$ cat config.mk
export PLATFORM = sky130hd
export DESIGN_NAME = iter_shifter_flat
export DESIGN_NICKNAME = d
export VERILOG_FILES = /design/src/rtl/iter_shifter_if.sv /design/src/rtl/iter_shifter.sv /design/src/flat_wrapper.sv
export SDC_FILE = /design/constraint.sdc
export NUM_CORES = 1
export LEC_CHECK = 0
export CORE_MARGIN = 1.5
export CORE_UTILIZATION = 25
export DETAILED_ROUTE_END_ITERATION = 8
export PLACE_DENSITY_LB_ADDON = 0.12
export RECOVER_POWER = 50
export SLEW_MARGIN = 20
export SYNTH_ARGS = -nofsm -noshare
export SYNTH_HDL_FRONTEND = slang
export SYNTH_SLANG_ARGS = --single-unit
$ cat constraint.sdc
create_clock -name clk -period 2.5 [get_ports clk]
set_input_delay 0.75 -clock clk [delete_from_list [all_inputs] [get_ports clk]]
set_output_delay 0.75 -clock clk [all_outputs]
set_load 0.05 [all_outputs]
$ cat src/rtl/iter_shifter_if.sv
// iter_shifter request/result bundle.
// master drives the request, slave is the shifter.
interface iter_shifter_if #(
  parameter int WIDTH = 32
);
  localparam int SW = $clog2(WIDTH);

  logic             start;
  logic [WIDTH-1:0] data_in;
  logic [SW-1:0]    shamt;
  logic [1:0]       mode;
  logic             busy;
  logic             done;
  logic [WIDTH-1:0] result;

  modport master (
    output start, data_in, shamt, mode,
    input  busy, done, result
  );

  modport slave (
    input  start, data_in, shamt, mode,
    output busy, done, result
  );
endinterface

$ cat src/rtl/iter_shifter.sv
// Multi-cycle shifter, up to STEP bits per clock (SLL/SRL/SRA/ROTR).
// ITER_SHIFTER_ROTATE_EN enables ROTR; otherwise mode 11 acts as SRL.
module iter_shifter #(
  parameter int WIDTH = 32,
  parameter int STEP  = 4
) (
  input  logic         clk,
  input  logic         rst_n,
  iter_shifter_if.slave bus
);
  localparam int SW = $clog2(WIDTH);

  typedef logic [SW:0] cnt_t;
  localparam cnt_t STEPC = cnt_t'(STEP);
  localparam cnt_t WIDC  = cnt_t'(WIDTH);

  typedef enum logic [1:0] {
    IDLE,
    SHIFT,
    DONE
  } state_t;

  state_t           state;
  state_t           state_nxt;
  logic [WIDTH-1:0] res;
  logic [WIDTH-1:0] res_shf;
  logic [WIDTH-1:0] rsh;
  logic [SW-1:0]    rem;
  logic [SW-1:0]    n;
  logic [1:0]       mode_q;
  logic             accept;

  assign accept = (state != SHIFT) && bus.start;

  always_ff @(posedge clk or negedge rst_n) begin
    if (!rst_n) state <= IDLE;
    else        state <= state_nxt;
  end

  always_comb begin
    state_nxt = state;
    unique case (state)
      IDLE, DONE: begin
        if (bus.start)
          state_nxt = (bus.shamt != '0) ? SHIFT : DONE;
        else
          state_nxt = IDLE;
      end
      SHIFT: begin
        if (rem == n) state_nxt = DONE;
      end
      default: state_nxt = IDLE;
    endcase
  end

  always_comb begin
    bus.busy   = (state == SHIFT);
    bus.done   = (state == DONE);
    bus.result = res;
  end

  // n never exceeds rem, so the STEPC truncation only
  // matters when STEP == WIDTH, where it is unreachable.
  always_comb begin
    n = ({1'b0, rem} > STEPC) ? STEPC[SW-1:0] : rem;
  end

  always_comb begin
    rsh     = res >> n;
    res_shf = rsh;
    unique case (mode_q)
      2'b00: res_shf = res << n;
      2'b01: res_shf = rsh;
      2'b10: res_shf = WIDTH'($signed(res) >>> n);
      2'b11: begin
`ifdef ITER_SHIFTER_ROTATE_EN
        res_shf = rsh | (res << (WIDC - {1'b0, n}));
`else
        res_shf = rsh;
`endif
      end
      default: res_shf = rsh;
    endcase
  end

  always_ff @(posedge clk or negedge rst_n) begin
    if (!rst_n) begin
      res    <= '0;
      rem    <= '0;
      mode_q <= 2'b00;
    end else if (accept) begin
      res    <= bus.data_in;
      rem    <= bus.shamt;
      mode_q <= bus.mode;
    end else if (state == SHIFT) begin
      res <= res_shf;
      rem <= rem - n;
    end
  end
endmodule

$ cat src/flat_wrapper.sv
// flat-port wrapper written by rule: the top's interface ports become plain ports
module iter_shifter_flat 
#(
  parameter int WIDTH = 32,
  parameter int STEP  = 4
)
  (clk, rst_n, bus_start, bus_data_in, bus_shamt, bus_mode, bus_busy, bus_done, bus_result);
  iter_shifter_if #(.WIDTH(WIDTH)) bus_i ();
  input  logic clk;
  input  logic rst_n;
  input wire logic [$bits(bus_i.start)-1:0] bus_start;
  input wire logic [$bits(bus_i.data_in)-1:0] bus_data_in;
  input wire logic [$bits(bus_i.shamt)-1:0] bus_shamt;
  input wire logic [$bits(bus_i.mode)-1:0] bus_mode;
  output wire logic [$bits(bus_i.busy)-1:0] bus_busy;
  output wire logic [$bits(bus_i.done)-1:0] bus_done;
  output wire logic [$bits(bus_i.result)-1:0] bus_result;
  assign bus_i.start = bus_start;
  assign bus_i.data_in = bus_data_in;
  assign bus_i.shamt = bus_shamt;
  assign bus_i.mode = bus_mode;
  assign bus_busy = bus_i.busy;
  assign bus_done = bus_i.done;
  assign bus_result = bus_i.result;
  iter_shifter #(.WIDTH(WIDTH), .STEP(STEP)) u_core (.clk(clk), .rst_n(rst_n), .bus(bus_i));
endmodule
**Yosys cells after proc, flatten, opt, wreduce, memory -nomap -nowiden**

Index checks and enable logic that the tools add are counted.

- Output and inout port bits: 34
- Input bits: 42
- Word-level logic and storage cells: 34
- Register bits: 41

- Mux-type cells: 10
- Shift operators: 3
- Equal/unequal tests: 8
- Reduce and logical (&&, ||, !) cells: 7
- Order comparisons: 1
- Add/subtract/negate cells: 1

Operators by type and width:

| kind | count |
|---|---|
| one-hot mux 32 bit (3 select lines) | 1 |
| 2-to-1 mux 32 bit | 2 |
| left shift 32 x 5 -> 32 bit | 1 |
| >> shifter 32 x 5 -> 32 bit | 1 |
| >>> shifter 32 x 5 -> 32 bit | 1 |
| 2-to-1 mux 5 bit | 3 |
| == test 2 bit (second input constant) | 3 |
| 2-to-1 mux 2 bit | 3 |
| == test 5 bit | 1 |
| > comparator 5 x 3 -> 1 bit (second input constant) | 1 |
| nonzero test 5 bit | 1 |
| subtractor 5 bit | 1 |
| == test 2 x 1 -> 1 bit (second input constant) | 2 |
| zero test 2 bit | 2 |
| != test 2 x 1 -> 1 bit (second input constant) | 2 |
| one-hot mux 2 bit (2 select lines) | 1 |
| OR reduction 2 bit | 2 |
| nonzero test 2 bit | 1 |
| logical AND 1 bit | 1 |

**Longest topological paths before layout**

- Depth in word-level cells: 6
- Gate-level depth with buffers: 12
- Depth with buffers taken out: 8

**Least setup slack after synthesis**

Ideal clock, no wire load.

- Kind: reg-to-output
- Start: reg u_core.state[1]
- End: out bus_busy
- Stages on the path, launching flop included: 6
- Buffers on the path: 3
- Slack: 0.075 ns
- Arrival: 1.675 ns
- Data required time: 1.750 ns
- Path through: dfrtp_1 -> nand2b_1 -> clkbuf_1 -> inv_2 -> clkbuf_1 -> buf_1

- Cells in the longest elaborated chain, start to end: 1

RTL lines:

| item | line | RTL |
|---|---|---|
| start, declared | iter_shifter.sv:23 | `state_t state;` |
| start signal, assigned | iter_shifter.sv:37 | `else state <= state_nxt;` |
| == test 2 x 1 -> 1 bit | iter_shifter.sv:57 | `bus.busy = (state == SHIFT);` |
| end, declared | flat_wrapper.sv:15 | `output wire logic [$bits(bus_i.busy)-1:0] bus_busy;` |

No other way between the ends.

**Worst setup path in the final report**

- Start: reg u_core.res[1] (netlist: u_core.bus.result[1])
- End: out bus_result[1]

RTL lines:

| item | line | RTL |
|---|---|---|
| start, declared | iter_shifter.sv:25 | `logic [WIDTH-1:0] res;` |
| start signal, assigned | iter_shifter.sv:92 | `res <= bus.data_in;` |
| start signal, assigned | iter_shifter.sv:96 | `res <= res_shf;` |
| end, declared | flat_wrapper.sv:17 | `output wire logic [$bits(bus_i.result)-1:0] bus_result;` |

No word-level cell between the ends.

==> reports/results.txt <==
Crit. path cell count = 1
row count = 49
Port Buffers = 75
Post-CTS Hold Fix Bufs = 0
ys flop type = dfrtp_1
Final Non-Filler Cells = 889
DP Area = 0.005703 sq mm
Wirelength per Cell = 21.72 microns
drt via density = 5.803
core area = 0.01796 sq mm
Final Skew = 8.230 ps
final net count = 702
crit path from = u_core.bus.result[1]$_DFFE_PN0P_
CP Class = reg2out
initial core utilization = 25.45%
Syn Nets = 642
DP Cell Count = 881
Worst setup EP type = output pin
CP max-delay cell = clkdlybuf4s50_1
Total GRT Usage = 20.20%
Hold Crit Depth = 2
PwrDens = 1671 mW/mm^2
setup bufs post-CTS = 0
post-synth top area cell = dfrtp_1
Post-synth EDFFs = 0
Synth Register Bits = 41
Clock Path Buffers = 2
Synth async-reset ratio = 100.0%
max-slew violation count = 0
hpwl dp = 13330 microns
H-tree depth = 2
most frequent cells in the layout = 98 x nand2_1, 61 x buf_4, 50 x mux2i_1
Worst slew margin = 11.68%
die area = 0.01911 sq mm
die width = 138.2 microns
r2r setup slk = 140 ps
reg2reg end = u_core.bus.result[6]$_DFFE_PN0P_
max_cap viols = 0
GP Congestion = 0.8552
worst-margin pin slew = 1325 ps
global-route wire length before repair = 30910 microns
Worst-path clk slew = 70 ps
via count = 5159
layout cells sized above 1 = 16.67%
insertion delay to the later sink of the worst-skew pair = 300 ps
Area growth, synth to finish = 26.63%
mapped cell area = 0.004572 sq mm
part of the cycle the worst path needs = 97.78%
Ys Warns = 0
worst path arrival time = 1690 ps
CTS tree = yes
slowest stage delay, CP = 870 ps
die height = 138.2 microns
grt ovf = 0
DRC = 0
sequential fraction of the synthesis area = 22.44%
leakage power = 0.002252 uW
Avg Cell Area, Syn = 7.633 sq um
CP top delay family = buffers and inverters
worst slack, placed = 271.1 ps
CTS sink cnt = 41
Min-Delay Path Class = reg2reg
WP buf/inv = 1
worst path cell trace = clkdlybuf4s50_1
Min Hold Slack = 604.9 ps
Yosys top cell area share = 22.44%
clock root cell = clkbuf_16
DRT iter0 DRCs = 465
crit path to = bus_result[1]
unrepaired setup endpoints after global routing = no
final hold vios = 0
most common cell after layout, fill and taps aside = nand2_1
post_cts resized = 0
setup tns final = 0 ps
Tmin final = 2445 ps
Crit Reg-Reg Startpoint = u_core.state[1]$_DFFE_PN0P_
TritonCTS buffer count = 5
Synth Instances = 599
CP max FO = 9
Final setup viols = 0
Final Worst Setup Slack = 55.45 ps
CP required = 1750 ps
final instance area = 0.005789 sq mm
CP Launch Type = register
FMAX = 409.1 MHz
status = finished, final reports clean
fillers = 1912
synth top area cells = dfrtp_1 22%, mux2i_1 11%, nand2_1 8.0%
Hold Crit Start = u_core.state[0]$_DFFE_PN0P_
FF-to-FF path depth = 5
largest net degree at the start of global routing = 36
ANT cells = 0
drt first pass iters = 5
num ports = 76
routed wire length = 19310 microns
initial antenna violation count = 0
Antenna Violating Nets Remaining = 0
maximum vdd ir drop = 637.6 uV
vias in the first global route = 5186
Distinct cells, synth = 64
==> flip-flops by register name, summed over array words and instances (netlist names) <==
signal	count
u_core.mode_q	2
u_core.rem	5
u_core.bus.result	32
u_core.state	2
==> how the worst min path moves through the flow <==
stage / end / slack, ps
3_5_place_dp: u_core.state[1]$_DFFE_PN0P_ / 600
4_1_cts: u_core.bus.result[9]$_DFFE_PN0P_ / 460
3_3_place_gp: u_core.state[0]$_DFFE_PN0P_ / 590
6_report: u_core.state[1]$_DFFE_PN0P_ / 600
2_1_floorplan: u_core.bus.result[0]$_DFFE_PN0P_ / 450
5_1_grt: u_core.state[1]$_DFFE_PN0P_ / 670
==> logic make-up after synthesis <==
logic type | share of synthesized area (%)
AO/OA/AOI/OAI | 26.35
adder cells (fa/ha/maj) | 0.2736
buffers and inverters | 8.101
flip-flops | 22.44
multiplexers | 19.32
other | 0.08202
AND/OR/NAND/NOR | 23.43
==> per-layer routing <==
layer,vias to the layer above,GRT usage (%),wire length (microns)
met4,0,6.371,428
met3,40,4.607,1256
li1,2374,-,-
met2,215,30.03,8685
met5,-,0,0
met1,2530,28.92,8940
==> power by group <==
group	internal, uW	switching, uW	leakage (uW)
clock network	368	315	0.0000696
logic	2750	4430	0.00170
registers	1010	808	0.000488
==> area by class of cell <==
type / count / area, sq um / area share, %
Inverter: 6 / 22.52 / 0.3890
Sequential cell: 41 / 1026 / 17.72
Timing Repair Buffer: 130 / 1115 / 19.26
Clock inverter: 3 / 17.52 / 0.3026
Tap cell: 229 / 286.5 / 4.949
Clock buffer: 5 / 125.1 / 2.161
Multi-Input combinational cell: 475 / 3197 / 55.22
==> synthesized netlist by cell type (all sizes together), types with 2 or more instances <==
cell	instances
and2	3
nor2b	6
nand3	33
a211oi	13
nor3	13
nand2b	4
o21bai	4
a221oi	9
a21oi	48
a32oi	2
o21a	3
a2111oi	5
mux4	12
buf	39
o21ai	26
mux2i	50
nor2	30
a31oi	16
o31ai	3
nand2	98
o2bb2ai	2
and3	5
a21boi	3
nor4b	3
nand4	9
o221ai	3
or4	2
inv	6
o32ai	4
nor4	6
a22oi	3
or4b	2
o211ai	8
o22ai	5
mux2	10
a2bb2oi	3
dfrtp	41
or2	2
clkbuf	38
a32o	2
a311oi	6
or3	3
==> stage by stage <==
step / power (uW) / util, %
2_1_floorplan: 6458 / -
3_3_place_gp: 9022 / 31.75
3_5_place_dp: 9022 / 31.75
4_1_cts: 9733 / 32.54
5_1_grt: 10360 / 32.23
6_report: 9676 / 32.23
Power figures use the tool's default switching activity.
